--- config.mk ---
export PLATFORM = sky130hd
export DESIGN_NAME = param_count_engine
export DESIGN_NICKNAME = d
export VERILOG_FILES = /design/src/rtl/param_count_engine.sv
export SDC_FILE = /design/constraint.sdc
export NUM_CORES = 1
export LEC_CHECK = 0
export ABC_AREA = 1
export CAP_MARGIN = 10
export CORE_UTILIZATION = 57
export CTS_BUF_LIST = sky130_fd_sc_hd__clkbuf_4 sky130_fd_sc_hd__clkbuf_8 sky130_fd_sc_hd__clkbuf_16
export CTS_CLUSTER_SIZE = 10
export DETAILED_ROUTE_END_ITERATION = 10
export PLACE_DENSITY = 0.81
export SKIP_LAST_GASP = 1
export SLEW_MARGIN = 20
export SYNTH_ARGS = -nofsm -noshare
export SYNTH_HDL_FRONTEND = slang
export SYNTH_SLANG_ARGS = --single-unit
--- constraint.sdc ---
create_clock -name clk -period 5 [get_ports clk]
set_input_delay 1 -clock clk [delete_from_list [all_inputs] [get_ports clk]]
set_output_delay 1 -clock clk [all_outputs]
set_load 0.02 [all_outputs]
--- src/rtl/param_count_engine.sv ---
// rtl/param_count_engine.sv - programmable arithmetic sequence generator with valid/ready output (optional: PARAM_COUNT_AUTORELOAD_EN)
module param_count_engine #(
  parameter int W                = 8,
  parameter bit ZERO_STEP_AS_ONE = 1'b1
) (
  input  logic         clk,
  input  logic         rst,
  input  logic         start,
  input  logic [W-1:0] start_i,
  input  logic [W-1:0] limit_i,
  input  logic [W-1:0] step_i,
  input  logic         down_i,
  output logic         out_valid,
  input  logic         out_ready,
  output logic [W-1:0] out_data,
  output logic         busy,
  output logic         done,
  output logic         overflow,
  output logic         step_err
`ifdef PARAM_COUNT_AUTORELOAD_EN
  ,
  input  logic         reload_i,
  output logic [15:0]  pass_cnt
`endif
);

  typedef enum logic [2:0] {
    S_IDLE = 3'd0,
    S_INIT = 3'd1,
    S_CMP  = 3'd2,
    S_OUT  = 3'd3,
    S_STEP = 3'd4,
    S_DONE = 3'd5
  } state_t;

  state_t       state, state_nxt;
  logic [W-1:0] a_q, base_q, lim_q, stp_q;
  logic         dn_q;
  logic [W:0]   next_val;
  logic         cont, zero_err;
  logic         load_cfg, load_a, upd_a, set_ovf, set_err, reload_go;

  // One extra bit on the step result exposes carry (up) or borrow (down)
  assign next_val = dn_q ? ({1'b0, a_q} - {1'b0, stp_q}) : ({1'b0, a_q} + {1'b0, stp_q});
  assign cont     = dn_q ? (a_q > lim_q) : (a_q < lim_q);
  assign zero_err = (step_i == '0) && !ZERO_STEP_AS_ONE;

  assign out_valid = (state == S_OUT);
  assign out_data  = a_q;
  assign busy      = (state == S_INIT) || (state == S_CMP) || (state == S_OUT) || (state == S_STEP);
  assign done      = (state == S_DONE);

  // State register
  always_ff @(posedge clk or posedge rst) begin
    if (rst) state <= S_IDLE;
    else     state <= state_nxt;
  end

  // Next-state decode and datapath control strobes
  always_comb begin
    state_nxt = state;
    load_cfg  = 1'b0;
    load_a    = 1'b0;
    upd_a     = 1'b0;
    set_ovf   = 1'b0;
    set_err   = 1'b0;
    reload_go = 1'b0;
    case (state)
      S_IDLE, S_DONE: begin
        if (start) begin
          load_cfg  = 1'b1;
          set_err   = zero_err;
          state_nxt = zero_err ? S_DONE : S_INIT;
        end
`ifdef PARAM_COUNT_AUTORELOAD_EN
        else if (state == S_DONE && reload_i && !overflow && !step_err) begin
          reload_go = 1'b1;
          state_nxt = S_INIT;
        end
`endif
      end
      S_INIT: begin
        load_a    = 1'b1;
        state_nxt = S_CMP;
      end
      S_CMP:  state_nxt = cont ? S_OUT : S_DONE;
      S_OUT:  if (out_ready) state_nxt = S_STEP;
      S_STEP: begin
        if (next_val[W]) begin
          set_ovf   = 1'b1;
          state_nxt = S_DONE;
        end else begin
          upd_a     = 1'b1;
          state_nxt = S_CMP;
        end
      end
      default: state_nxt = S_IDLE;
    endcase
  end

  // Configuration latch, value register and sticky per-run flags
  always_ff @(posedge clk or posedge rst) begin
    if (rst) begin
      a_q      <= '0;
      base_q   <= '0;
      lim_q    <= '0;
      stp_q    <= '0;
      dn_q     <= 1'b0;
      overflow <= 1'b0;
      step_err <= 1'b0;
    end else begin
      if (load_cfg) begin
        base_q   <= start_i;
        lim_q    <= limit_i;
        stp_q    <= (step_i == '0 && ZERO_STEP_AS_ONE) ? {{(W-1){1'b0}}, 1'b1} : step_i;
        dn_q     <= down_i;
        overflow <= 1'b0;
        step_err <= set_err;
      end
      if (load_a) a_q <= base_q;
      if (upd_a)  a_q <= next_val[W-1:0];
      if (set_ovf) overflow <= 1'b1;
    end
  end

`ifdef PARAM_COUNT_AUTORELOAD_EN
  // Saturating count of automatic re-runs since the last explicit start
  always_ff @(posedge clk or posedge rst) begin
    if (rst)                              pass_cnt <= 16'd0;
    else if (load_cfg)                    pass_cnt <= 16'd0;
    else if (reload_go && pass_cnt != 16'hFFFF) pass_cnt <= pass_cnt + 16'd1;
  end
`else
  logic unused_reload;
  assign unused_reload = reload_go;
`endif

endmodule
==> run metrics <==
Final HPWL DP=4.02 mm; met1 WL=2.45 mm; total grt overflow=0; area of combinational cells with multiple inputs=1220 µm²; detailed-route via count=2070; actual slew at the worst max-slew pin=0.788 ns; total routed wirelength=5.29 mm; share of flip-flops with an asynchronous set or reset=100%; Cell Pwr Density=773 nW/µm²; WL/cell=12.9 µm; crit path capture type=register; total of flip-flops plus latches after synthesis=37; fraction of final layout cells sized beyond drive strength 1=4.46%; Data arrival, critical path=3.05 ns; Net Count, Synth=365; most numerous cell in the Yosys netlist=nand2_1; number of levels in the clock H-tree=2; wire length of the first global-routing pass=8.93 mm; worst path setup slack after routing=2.11 ns; Clock Path Buffers=2; status=finished clean; Final Hold Vio Count=0; number of enable-type register cells in the synthesized netlist=0; final weighted congestion in routability-driven placement=0.897; buffers inserted by post-CTS timing repair=0; cells after synthesis=318; clock-pin transition on the worst setup and hold timing paths=0.07 ns; starting utilization of the core area=59.4%; crit path cell chain=inv_1 -> ha_1 -> inv_1 -> nor2_1 -> inv_1 -> o41ai_1 -> xnor2_1 -> inv_1 -> ha_1 -> nand2_1 -> inv_1 -> a21oi_2 -> nand2_1 -> nand2_1 -> nand3_2 -> nand2_1 -> inv_2 -> nand2_1 -> nand3_1; core outline area=4000 µm²; antenna violations before repair=0; CP required=5.17 ns; count of antenna-violating nets left after detailed routing=0; number of warnings issued by yosys=0; number of remaining DRC errors=0; peak clock frequency supported by timing=0.346 GHz; number of pins exceeding their max-slew limit in the final report=0; period utilization=57.7%; max-cap viol count=0; violation count after the first detailed-route iteration=152; share of the core filled with cells=71.8%; filler cell count=338; count of port buffers added during placement=40; Cell variety after synth=29; worst-case vdd ir drop=394 µV; Vert. Die Dim=66.6 µm; post-cts resize count=0; top-area cell type share of the netlist area=39.0%; leading post-synthesis cells by instance count=nand2_1, inv_1, dfrtp_1; crit-path max cell delay=0.40 ns; Antenna diodes=0; Critical Path Source Type=register; I/O pin cnt=42; FP Rows=23; CTS tree=built; Post-Synthesis Cell Area=2380 µm²; Clk Latency, worst-skew pair=0.29 ns; top cells by area in the synthesized netlist=dfrtp_1, nand2_1, ha_1; number of iterations in the first detailed-routing pass=4; headroom to the max-slew limit=47.3%; final setup violating endpoints=0; type of the setup path with the least slack=reg -> reg; root cell of the clock tree=clkbuf_8; cts bufs inserted=5; crit path time final=2.89 ns; dominant synthesized flop cell=dfrtp_1; area added between synthesis and finish=21.0%; post-synth top area cell=dfrtp_1; final net count=406; summed area of non-filler cells in the final layout=2870 µm²; met2 wire length=2.55 mm; slowest cell on the critical path=dfrtp_1; highest metal used=met4; vias per cell=5.06; Worst Hold Class=reg -> reg; cts hold-fix bufs=0; Sequential cell area=926 µm²; final sum of negative setup slack=0 ns; maximum clock skew at final layout=0.00439 ns; Die Wd=66.6 µm; biggest fanout along the worst timing path=14; largest net degree at the start of global routing=43; clock tree sinks=37; unrepaired setup endpoints after global routing=no; die footprint=4430 µm²; worst setup slack after placement=2.21 ns; Placed Instance Area=2780 µm²; sequential-to-total area share from yosys stat=39.0%; Leak Pwr=1.50 nW; total power after layout=2.22 mW; per-instance average area after synthesis=7.47 µm²; via count of the first global-routing pass=2001; met3 wirelength from detailed routing=184 µm; all-layer global routing usage=27.4%
==> sequential cells by signal, summed over array words and instances (netlist names) <==
signal    flops
base_q        8
lim_q         8
out_data      8
stp_q         8
state         3
dn_q          1
overflow      1
==> path summary, 6_finish.rpt <==
| check | endpoint | slack, ns | cells past startpoint | start |
|---|---|---|---|---|
| min in group asynchronous | lim_q[1] | 1.12 | 3 | rst |
| max in group asynchronous | base_q[7] | 3.55 | 3 | rst |
| worst max-delay path | out_data[1] | 2.11 | 19 | stp_q[0] |
| worst min register to register | base_q[3] | 0.48 | 2 | base_q[3] |
| worst min-delay path | base_q[3] | 0.48 | 2 | base_q[3] |
| worst max register to register | out_data[1] | 2.11 | 19 | stp_q[0] |
==> routing by layer <==
layer  vias up  track usage (%)
met3         8             4.79
met4         0             10.4
met1       935             34.2
met2        51             46.6
met5         -                0
li1       1076                -
==> metrics by stage <==
stage,hold slack (ns),std cells
finish,0.478,409
CTS,0.480,409
floorplan,0.442,318
global placement,0.456,402
detailed placement,0.463,402
global route,0.516,409
==> placed cells by master, fill, tap and decap left out, types with 3 or more instances in the layout <==
master           instances
nand2_1                109
inv_1                   42
clkdlybuf4s50_1         40
dfrtp_1                 37
o21ai_0                 28
nor2_1                  19
ha_1                    17
nand3_1                 14
a21oi_1                 10
xor2_1                   8
clkbuf_8                 6
nor3_1                   4
xnor2_1                  3
==> layout make-up <==
type,instances,share of cell area (%)
sequential,37,32.2
tap,50,2.18
inverter,44,5.75
clock buffer,7,3.13
multi-input combinational,230,42.5
timing repair buffer,41,14.2
==> worst max-delay path: cells and delay by family (launching register included) <==
family | cells | cell delay [ns]
adders and majority gates | 2 | 0.49
and+or+nand+nor | 8 | 0.83
xor gates and xnor gates | 1 | 0.16
buffers and inverters | 6 | 0.40
DFF | 1 | 0.40
AOI/OAI and AO/OA | 2 | 0.48
==> report_power, final <==
part / total [mW] / internal, mW / switching [mW]
clock network: 0.220 / 0.115 / 0.105
logic: 1.43 / 0.568 / 0.863
registers: 0.570 / 0.444 / 0.126
total: 2.22 / 1.13 / 1.09
==> kinds of logic (layout without fill, tap and decap cells) <==
logic type                 after synthesis  count (layout)  synth area share (%)
AOI/OAI and AO/OA                       49              49                  11.4
xor gates and xnor gates                11              11                  4.06
adders and majority gates               18              18                  9.79
buffers and inverters                   51              92                  9.58
DFF                                     37              37                  39.0
other                                    1               1                 0.158
and+or+nand+nor                        151             151                  26.1
(Power assumes the default switching activity.)
